### config.mk
export PLATFORM = sky130hd
export DESIGN_NAME = bus_arbiter
export DESIGN_NICKNAME = d
export VERILOG_FILES = /design/src/rtl/bus_arbiter.sv
export SDC_FILE = /design/constraint.sdc
export NUM_CORES = 1
export LEC_CHECK = 0
export ABC_CLOCK_PERIOD_IN_PS = 1600
export CAP_MARGIN = 20
export CELL_PAD_IN_SITES_DETAIL_PLACEMENT = 0
export CELL_PAD_IN_SITES_GLOBAL_PLACEMENT = 1
export CORE_MARGIN = 1.5
export CORE_UTILIZATION = 28
export DETAILED_ROUTE_END_ITERATION = 6
export GPL_TIMING_DRIVEN = 1
export HOLD_SLACK_MARGIN = 0.12
export PLACE_DENSITY = 0.86
export SLEW_MARGIN = 40
export SYNTH_ARGS = -nofsm -noshare
export SYNTH_HDL_FRONTEND = slang
export SYNTH_SLANG_ARGS = --single-unit
### constraint.sdc
create_clock -name clk -period 1.6 [get_ports clk]
set_clock_uncertainty 0.05 [all_clocks]
set_input_delay 0.4 -clock clk [delete_from_list [all_inputs] [get_ports clk]]
set_output_delay 0.4 -clock clk [all_outputs]
set_load 0.01 [all_outputs]
### src/rtl/bus_arbiter.sv
// bus_arbiter: shares one bus slave port between the instruction-fetch
// requester (m0) and the data load/store requester (m1). One transaction is
// outstanding at a time. Contested arbitration is either data-priority with a
// starvation limit or round-robin. A watchdog turns a missing slave response
// into an error pulse for the owning requester.

module bus_arbiter #(
  parameter int unsigned DATA_PRIORITY  = 1,
  parameter int unsigned MAX_CONSEC     = 4,
  parameter int unsigned TIMEOUT_CYCLES = 255
) (
  input  logic        clk,
  input  logic        rst_n,

  // fetch requester
  input  logic        m0_req_i,
  input  logic        m0_we_i,
  input  logic [29:0] m0_addr_i,
  input  logic [31:0] m0_wdata_i,
  input  logic [3:0]  m0_mask_i,
  output logic        m0_gnt_o,
  output logic [31:0] m0_rdata_o,
  output logic        m0_valid_o,
  output logic        m0_err_o,

  // data requester
  input  logic        m1_req_i,
  input  logic        m1_we_i,
  input  logic [29:0] m1_addr_i,
  input  logic [31:0] m1_wdata_i,
  input  logic [3:0]  m1_mask_i,
  output logic        m1_gnt_o,
  output logic [31:0] m1_rdata_o,
  output logic        m1_valid_o,
  output logic        m1_err_o,

  // slave port
  output logic        s_req_o,
  output logic        s_we_o,
  output logic [29:0] s_addr_o,
  output logic [31:0] s_wdata_o,
  output logic [3:0]  s_mask_o,
  input  logic        s_stall_i,
  input  logic        s_ack_i,
  input  logic [31:0] s_rdata_i,
  input  logic        s_err_i,

  // status
  output logic        owner_o,
  output logic        busy_o
);

  // Watchdog width: must be able to hold TIMEOUT_CYCLES itself.
  localparam int unsigned   TW         = $clog2(TIMEOUT_CYCLES + 1);
  localparam logic [TW-1:0] TMO_LAST   = TW'(TIMEOUT_CYCLES - 1);
  localparam logic [TW-1:0] TMO_MAX    = TW'(TIMEOUT_CYCLES);
  localparam logic [3:0]    CONSEC_LIM = 4'(MAX_CONSEC);

  typedef enum logic [1:0] {
    ST_IDLE = 2'd0,
    ST_REQ  = 2'd1,
    ST_WAIT = 2'd2
  } state_e;

  state_e        state_q, state_d;
  logic          owner_q, owner_d;
  logic [3:0]    consec_q, consec_d;
  logic [TW-1:0] tmo_q, tmo_d;

  // latched payload of the winning requester
  logic          pl_we_q, pl_we_d;
  logic [29:0]   pl_addr_q, pl_addr_d;
  logic [31:0]   pl_wdata_q, pl_wdata_d;
  logic [3:0]    pl_mask_q, pl_mask_d;

  // per-requester response registers
  logic [31:0]   m0_rdata_q, m0_rdata_d;
  logic          m0_valid_q, m0_valid_d;
  logic          m0_err_q, m0_err_d;
  logic [31:0]   m1_rdata_q, m1_rdata_d;
  logic          m1_valid_q, m1_valid_d;
  logic          m1_err_q, m1_err_d;

  logic          win_s;
  logic          in_req_s;
  logic          gnt_s;

  // Next-state, arbitration, payload latch, watchdog and response capture.
  always_comb begin
    state_d    = state_q;
    owner_d    = owner_q;
    consec_d   = consec_q;
    tmo_d      = tmo_q;
    pl_we_d    = pl_we_q;
    pl_addr_d  = pl_addr_q;
    pl_wdata_d = pl_wdata_q;
    pl_mask_d  = pl_mask_q;
    m0_rdata_d = m0_rdata_q;
    m1_rdata_d = m1_rdata_q;
    m0_valid_d = 1'b0;
    m0_err_d   = 1'b0;
    m1_valid_d = 1'b0;
    m1_err_d   = 1'b0;
    win_s      = 1'b0;

    case (state_q)
      ST_IDLE: begin
        if (m0_req_i || m1_req_i) begin
          if (m0_req_i && m1_req_i) begin
            if (DATA_PRIORITY != 32'd0) begin
              // m1 wins contests until it has taken MAX_CONSEC in a row
              if (consec_q >= CONSEC_LIM) begin
                win_s = 1'b0;
              end else begin
                win_s = 1'b1;
              end
            end else begin
              // round-robin: whoever did not own the bus last
              win_s = ~owner_q;
            end
          end else begin
            win_s = m1_req_i;
          end

          // starvation counter: any m0 win clears, contested m1 win counts
          if (!win_s) begin
            consec_d = 4'd0;
          end else if (m0_req_i && (consec_q != 4'd15)) begin
            consec_d = consec_q + 4'd1;
          end else begin
            consec_d = consec_q;
          end

          owner_d    = win_s;
          pl_we_d    = win_s ? m1_we_i    : m0_we_i;
          pl_addr_d  = win_s ? m1_addr_i  : m0_addr_i;
          pl_wdata_d = win_s ? m1_wdata_i : m0_wdata_i;
          pl_mask_d  = win_s ? m1_mask_i  : m0_mask_i;
          state_d    = ST_REQ;
        end else begin
          // late ack/err from an abandoned transaction is dropped here
          state_d = ST_IDLE;
        end
      end

      ST_REQ: begin
        if (!s_stall_i) begin
          tmo_d   = '0;
          state_d = ST_WAIT;
        end else begin
          state_d = ST_REQ;
        end
      end

      ST_WAIT: begin
        // saturating watchdog, never wraps
        if (tmo_q != TMO_MAX) begin
          tmo_d = tmo_q + TW'(1'b1);
        end else begin
          tmo_d = tmo_q;
        end

        if (s_ack_i || s_err_i) begin
          // a real slave response beats a coincident timeout; err beats ack
          state_d = ST_IDLE;
          if (s_err_i) begin
            if (owner_q) begin
              m1_err_d = 1'b1;
            end else begin
              m0_err_d = 1'b1;
            end
          end else begin
            if (owner_q) begin
              m1_valid_d = 1'b1;
              m1_rdata_d = s_rdata_i;
            end else begin
              m0_valid_d = 1'b1;
              m0_rdata_d = s_rdata_i;
            end
          end
        end else if (tmo_q >= TMO_LAST) begin
          state_d = ST_IDLE;
          if (owner_q) begin
            m1_err_d = 1'b1;
          end else begin
            m0_err_d = 1'b1;
          end
        end else begin
          state_d = ST_WAIT;
        end
      end

      default: begin
        state_d = ST_IDLE;
      end
    endcase
  end

  // State, payload and response registers; reset abandons any transaction.
  always_ff @(posedge clk or negedge rst_n) begin
    if (!rst_n) begin
      state_q    <= ST_IDLE;
      owner_q    <= 1'b0;
      consec_q   <= 4'd0;
      tmo_q      <= '0;
      pl_we_q    <= 1'b0;
      pl_addr_q  <= 30'd0;
      pl_wdata_q <= 32'd0;
      pl_mask_q  <= 4'd0;
      m0_rdata_q <= 32'd0;
      m0_valid_q <= 1'b0;
      m0_err_q   <= 1'b0;
      m1_rdata_q <= 32'd0;
      m1_valid_q <= 1'b0;
      m1_err_q   <= 1'b0;
    end else begin
      state_q    <= state_d;
      owner_q    <= owner_d;
      consec_q   <= consec_d;
      tmo_q      <= tmo_d;
      pl_we_q    <= pl_we_d;
      pl_addr_q  <= pl_addr_d;
      pl_wdata_q <= pl_wdata_d;
      pl_mask_q  <= pl_mask_d;
      m0_rdata_q <= m0_rdata_d;
      m0_valid_q <= m0_valid_d;
      m0_err_q   <= m0_err_d;
      m1_rdata_q <= m1_rdata_d;
      m1_valid_q <= m1_valid_d;
      m1_err_q   <= m1_err_d;
    end
  end

  // Slave side is driven only in REQ, straight from the latched payload,
  // so it stays stable for as long as the slave stalls.
  assign in_req_s  = (state_q == ST_REQ);
  assign gnt_s     = in_req_s && !s_stall_i;

  assign s_req_o   = in_req_s;
  assign s_we_o    = in_req_s ? pl_we_q    : 1'b0;
  assign s_addr_o  = in_req_s ? pl_addr_q  : 30'd0;
  assign s_wdata_o = in_req_s ? pl_wdata_q : 32'd0;
  assign s_mask_o  = in_req_s ? pl_mask_q  : 4'd0;

  // Grant is the accept handshake, so it must follow s_stall_i in-cycle.
  assign m0_gnt_o  = gnt_s & ~owner_q;
  assign m1_gnt_o  = gnt_s &  owner_q;

  assign m0_rdata_o = m0_rdata_q;
  assign m0_valid_o = m0_valid_q;
  assign m0_err_o   = m0_err_q;
  assign m1_rdata_o = m1_rdata_q;
  assign m1_valid_o = m1_valid_q;
  assign m1_err_o   = m1_err_q;

  assign owner_o = owner_q;
  assign busy_o  = (state_q != ST_IDLE);

endmodule

==> run_results.csv <==
group,metric,value,unit
timing,final_hold_viol_count,0,
final_layout,area_growth,89.6,%
run_status,status,"finished, violations left",
final_layout,nFillCells,2064,
global_routing,grt_pass1_vias,6698,
clocking,htreeDepth,4,
critical_path,critPathKind,"flip-flop to output port",
synth,yosys.area_share.simple,0.202,
floorplanning,die_y,161,um
power,totalPowerFinal,24.8,mW
detailed_routing,antenna_left,0,
timing,period_needed,2080,ps
final_layout,drive_gt1_frac,0.337,
timing,setup_tns,-68930,ps
placed_design,dp_cells,1307,
timing,fin_ws,-478,ps
critical_path,critical_path_buf_inv_count,3,
placed_design,port_buffers,312,
power,p_per_area,1880,mW/mm^2
global_routing,grt_pass1_wl,39.2,mm
floorplanning,die-width,161,um
detailed_routing,num_vias,6573,
floorplanning,rows,57,
synth,yosysMostFrequentCell,"dfrtp_1",
detailed_routing,drt_iter0_markers,279,
clocking,cts_made_buffers,17,
critical_path,cp.required,1150,ps
placed_design,hpwl,15.4,mm
detailed_routing,wirelength,27.0,mm
final_layout,layout.cells.non_filler,1401,
critical_path,path_delay_family,"flip-flops",
clocking,cts_sinks,150,
synth,synth_mux_area_frac,0.121,
run_status,violations,"setup timing",
synth,ys_types,37,
detailed_routing,first_pass_iters,4,
global_routing,grt-ovfl-total,0,
synth,synth_nets,856,
synth,synth_edf_count,0,
placed_design,gp_congestion,0.776,
job,maxCapViolCount,0,
detailed_routing,drc,0,
critical_path,arrival,1630,ps
floorplanning,die_area,0.0258,sq mm
timing,drv_slew,0,
floorplanning,core_area,0.0243,sq mm
synth,yosys-top-cells-count,"dfrtp_1 (150), nand2_1 (147), nor2_1 (77), and2_1 (70), a31oi_1 (67)",
synth,ys_async_sr_fraction,1.00,
synth,synth_top_flop_cell,"dfrtp_1",
synth,syn_inst,676,
critical_path,crit_fanout,6,
timing,period_share,1.30,
clocking,cts_tree,"done",
power,p_leak,6.71,nW
synth,synth_fa_ha_area_frac,0.0126,
final_layout,num_antenna_cells,0,
clocking,clk_latency,420,ps
critical_path,crit_path_cell_trace,"ha_4 > buf_12 > clkbuf_16 > and2_4 > buf_6",
global_routing,antenna_found_initial,0,
detailed_routing,vias_per_cell,4.69,
worst_hold_path,hp-class,"input pin to async pin",
global_routing,grtUsageTotal,0.200,
clocking,cts_buffer_depth,2,
timing,worstMarginPinSlew,379,ps
synth,synth_top_area_cell,"dfrtp_1",
synth,synth_area_leaders,"dfrtp_1 (54%), nand2_1 (7.9%), and2_1 (6.3%), mux2_4 (6.3%), a31oi_1 (6.0%)",
timing,relSlewSlack,0.747,
clocking,cts-root-buf,"clkbuf_16",
floorplanning,boundaryPins,313,
global_routing,grt_max_degree,38,
power,ir_drop,1.17,mV
critical_path,end_kind,"output port",
synth,synth.avg_cell_area,10.3,sq um
detailed_routing,wl_per_cell,19.3,um
critical_path,max_stage_delay,420,ps
synth,yosys.area.top_type_share,0.539,
clocking,clk_pin_slew_worst_paths,70,ps
synth,seq_area_frac_synth,0.539,
timing,setup_viol,215,
synth,synth-compound-area-share,0.0822,
timing,max_freq,481,MHz
synth,yosys_register_bits,150,
floorplanning,start_util,0.286,
synth,syn_area,0.00696,sq mm
synth,synth_xor_area_frac,0,
critical_path,start_kind,"flip-flop",
timing,finalHoldWorstSlack,416,ps
final_layout,nets,1245,
critical_path,cp_slowest_cell,"dfrtp_1",
timing,rsz0062_at_grt,"true",
synth,synth_top_family_by_area,"simple AND/OR/NAND/NOR gates",
synth,yosys_warnings,0,
==> sequential cells by signal, summed over array words and instances (netlist names) <==
| register | flops |
|---|---|
| state_q | 2 |
| m1_err_o | 1 |
| tmo_q | 8 |
| pl_mask_q | 4 |
| m0_err_o | 1 |
| m1_valid_o | 1 |
| m0_rdata_o | 32 |
| pl_we_q | 1 |
| owner_o | 1 |
| pl_wdata_q | 32 |
| pl_addr_q | 30 |
| consec_q | 4 |
| m1_rdata_o | 32 |
| m0_valid_o | 1 |
==> where the power goes <==
part	internal, mW	leakage [nW]	total, mW	switching, mW
combinational	8.76	4.59	14.3	5.50
sequential	5.41	1.84	6.41	0.996
clock	2.34	0.281	4.15	1.81
==> path summary, 6_finish.rpt <==
kind	slack [ps]	depth (start not counted)	end	from
setup reg to reg	-350	8	m0_rdata_o[21]	state_q[0]
setup / recovery	-480	5	s_mask_o[2]	state_q[0]
min in group clk	450	1	m1_rdata_o[12]	m1_rdata_o[12]
hold reg to reg	450	1	m1_rdata_o[12]	m1_rdata_o[12]
hold / removal	420	2	m0_rdata_o[3]	rst_n
max in group asynchronous	540	3	pl_wdata_q[28]	rst_n
==> worst reg2reg max path, stage by stage, from the launching register on <==
cell and delay, ps:
dfrtp_1 420, buf_4 160, inv_4 70, ha_4 130
nor2b_4 140, and3_4 290, buf_6 140, buf_16 130
mux2_4 300
==> kinds of logic (layout without fill, tap and decap cells) <==
group / after synthesis / in the layout
adders and majority gates: 7 / 7
DFF: 150 / 150
muxes: 65 / 65
AOI/OAI and AO/OA: 90 / 90
and+or+nand+nor: 313 / 313
buffers and inverters: 51 / 452
==> cell type report <==
type	count	area [sq um]	share of cell area
Clock buffer	17	425	0.0323
Clock inverter	14	163	0.0123
Inverter	7	28.8	0.00218
Multi-Input combinational cell	475	3230	0.245
Sequential cell	150	3750	0.285
Tap cell	324	405	0.0307
Timing Repair Buffer	414	5180	0.393
==> per-stage QoR <==
| step | area, sq um | setup WS, ps | utilization |
|---|---|---|---|
| 2_1_floorplan | 6960 | -89.6 | - |
| 3_3_place_gp | 10700 | -660 | 0.440 |
| 3_5_place_dp | 10700 | -696 | 0.440 |
| 4_1_cts | 12400 | -572 | 0.511 |
| 5_1_grt | 13200 | -536 | 0.542 |
| 6_report | 13200 | -478 | 0.542 |
==> cells in the final DEF (no fill, tap or decap), types with 2 or more instances in the layout <==
master | netlist | final
clkdlybuf4s50_1 | 0 | 172
dfrtp_1 | 150 | 149
nand2_1 | 147 | 143
buf_6 | 5 | 82
nor2_1 | 77 | 75
a31oi_1 | 67 | 67
and2_4 | 0 | 66
dlymetal6s2s_1 | 0 | 65
mux2_2 | 36 | 36
buf_12 | 3 | 30
mux2_4 | 29 | 29
buf_4 | 0 | 27
clkbuf_16 | 0 | 25
buf_16 | 0 | 19
nand3_1 | 6 | 6
inv_6 | 0 | 6
a21oi_1 | 4 | 4
ha_1 | 7 | 4
bufbuf_16 | 0 | 4
inv_1 | 6 | 3
nand4_1 | 3 | 3
inv_2 | 1 | 3
and2_1 | 70 | 3
nor2_4 | 1 | 3
nand2_2 | 0 | 3
o21ai_1 | 2 | 3
ha_4 | 0 | 3
clkinvlp_4 | 0 | 3
o22ai_1 | 2 | 2
o21ai_0 | 5 | 2
bufinv_16 | 0 | 2
inv_8 | 0 | 2
buf_2 | 15 | 2
buf_8 | 0 | 2
==> routing by layer <==
layer,routed length (um),GRT usage,up-vias
met5,0,0,-
met4,658,0.0765,0
met3,2100,0.0542,37
met2,13200,0.342,301
met1,11000,0.239,3175
li1,-,-,3060
==> repair_timing <==
| action | 4_1_cts | 5_1_grt |
|---|---|---|
| hold buffers | 1 | 0 |
| gates cloned | 23 | 9 |
| setup buffers | 21 | 12 |
| gates resized for setup | 435 | 141 |
| pin swaps | 36 | 29 |
| endpoints found under the hold margin | 31 | 0 |
| setup endpoints to repair | 282 | 285 |
No activity file was read; power rests on OpenSTA's default activity.
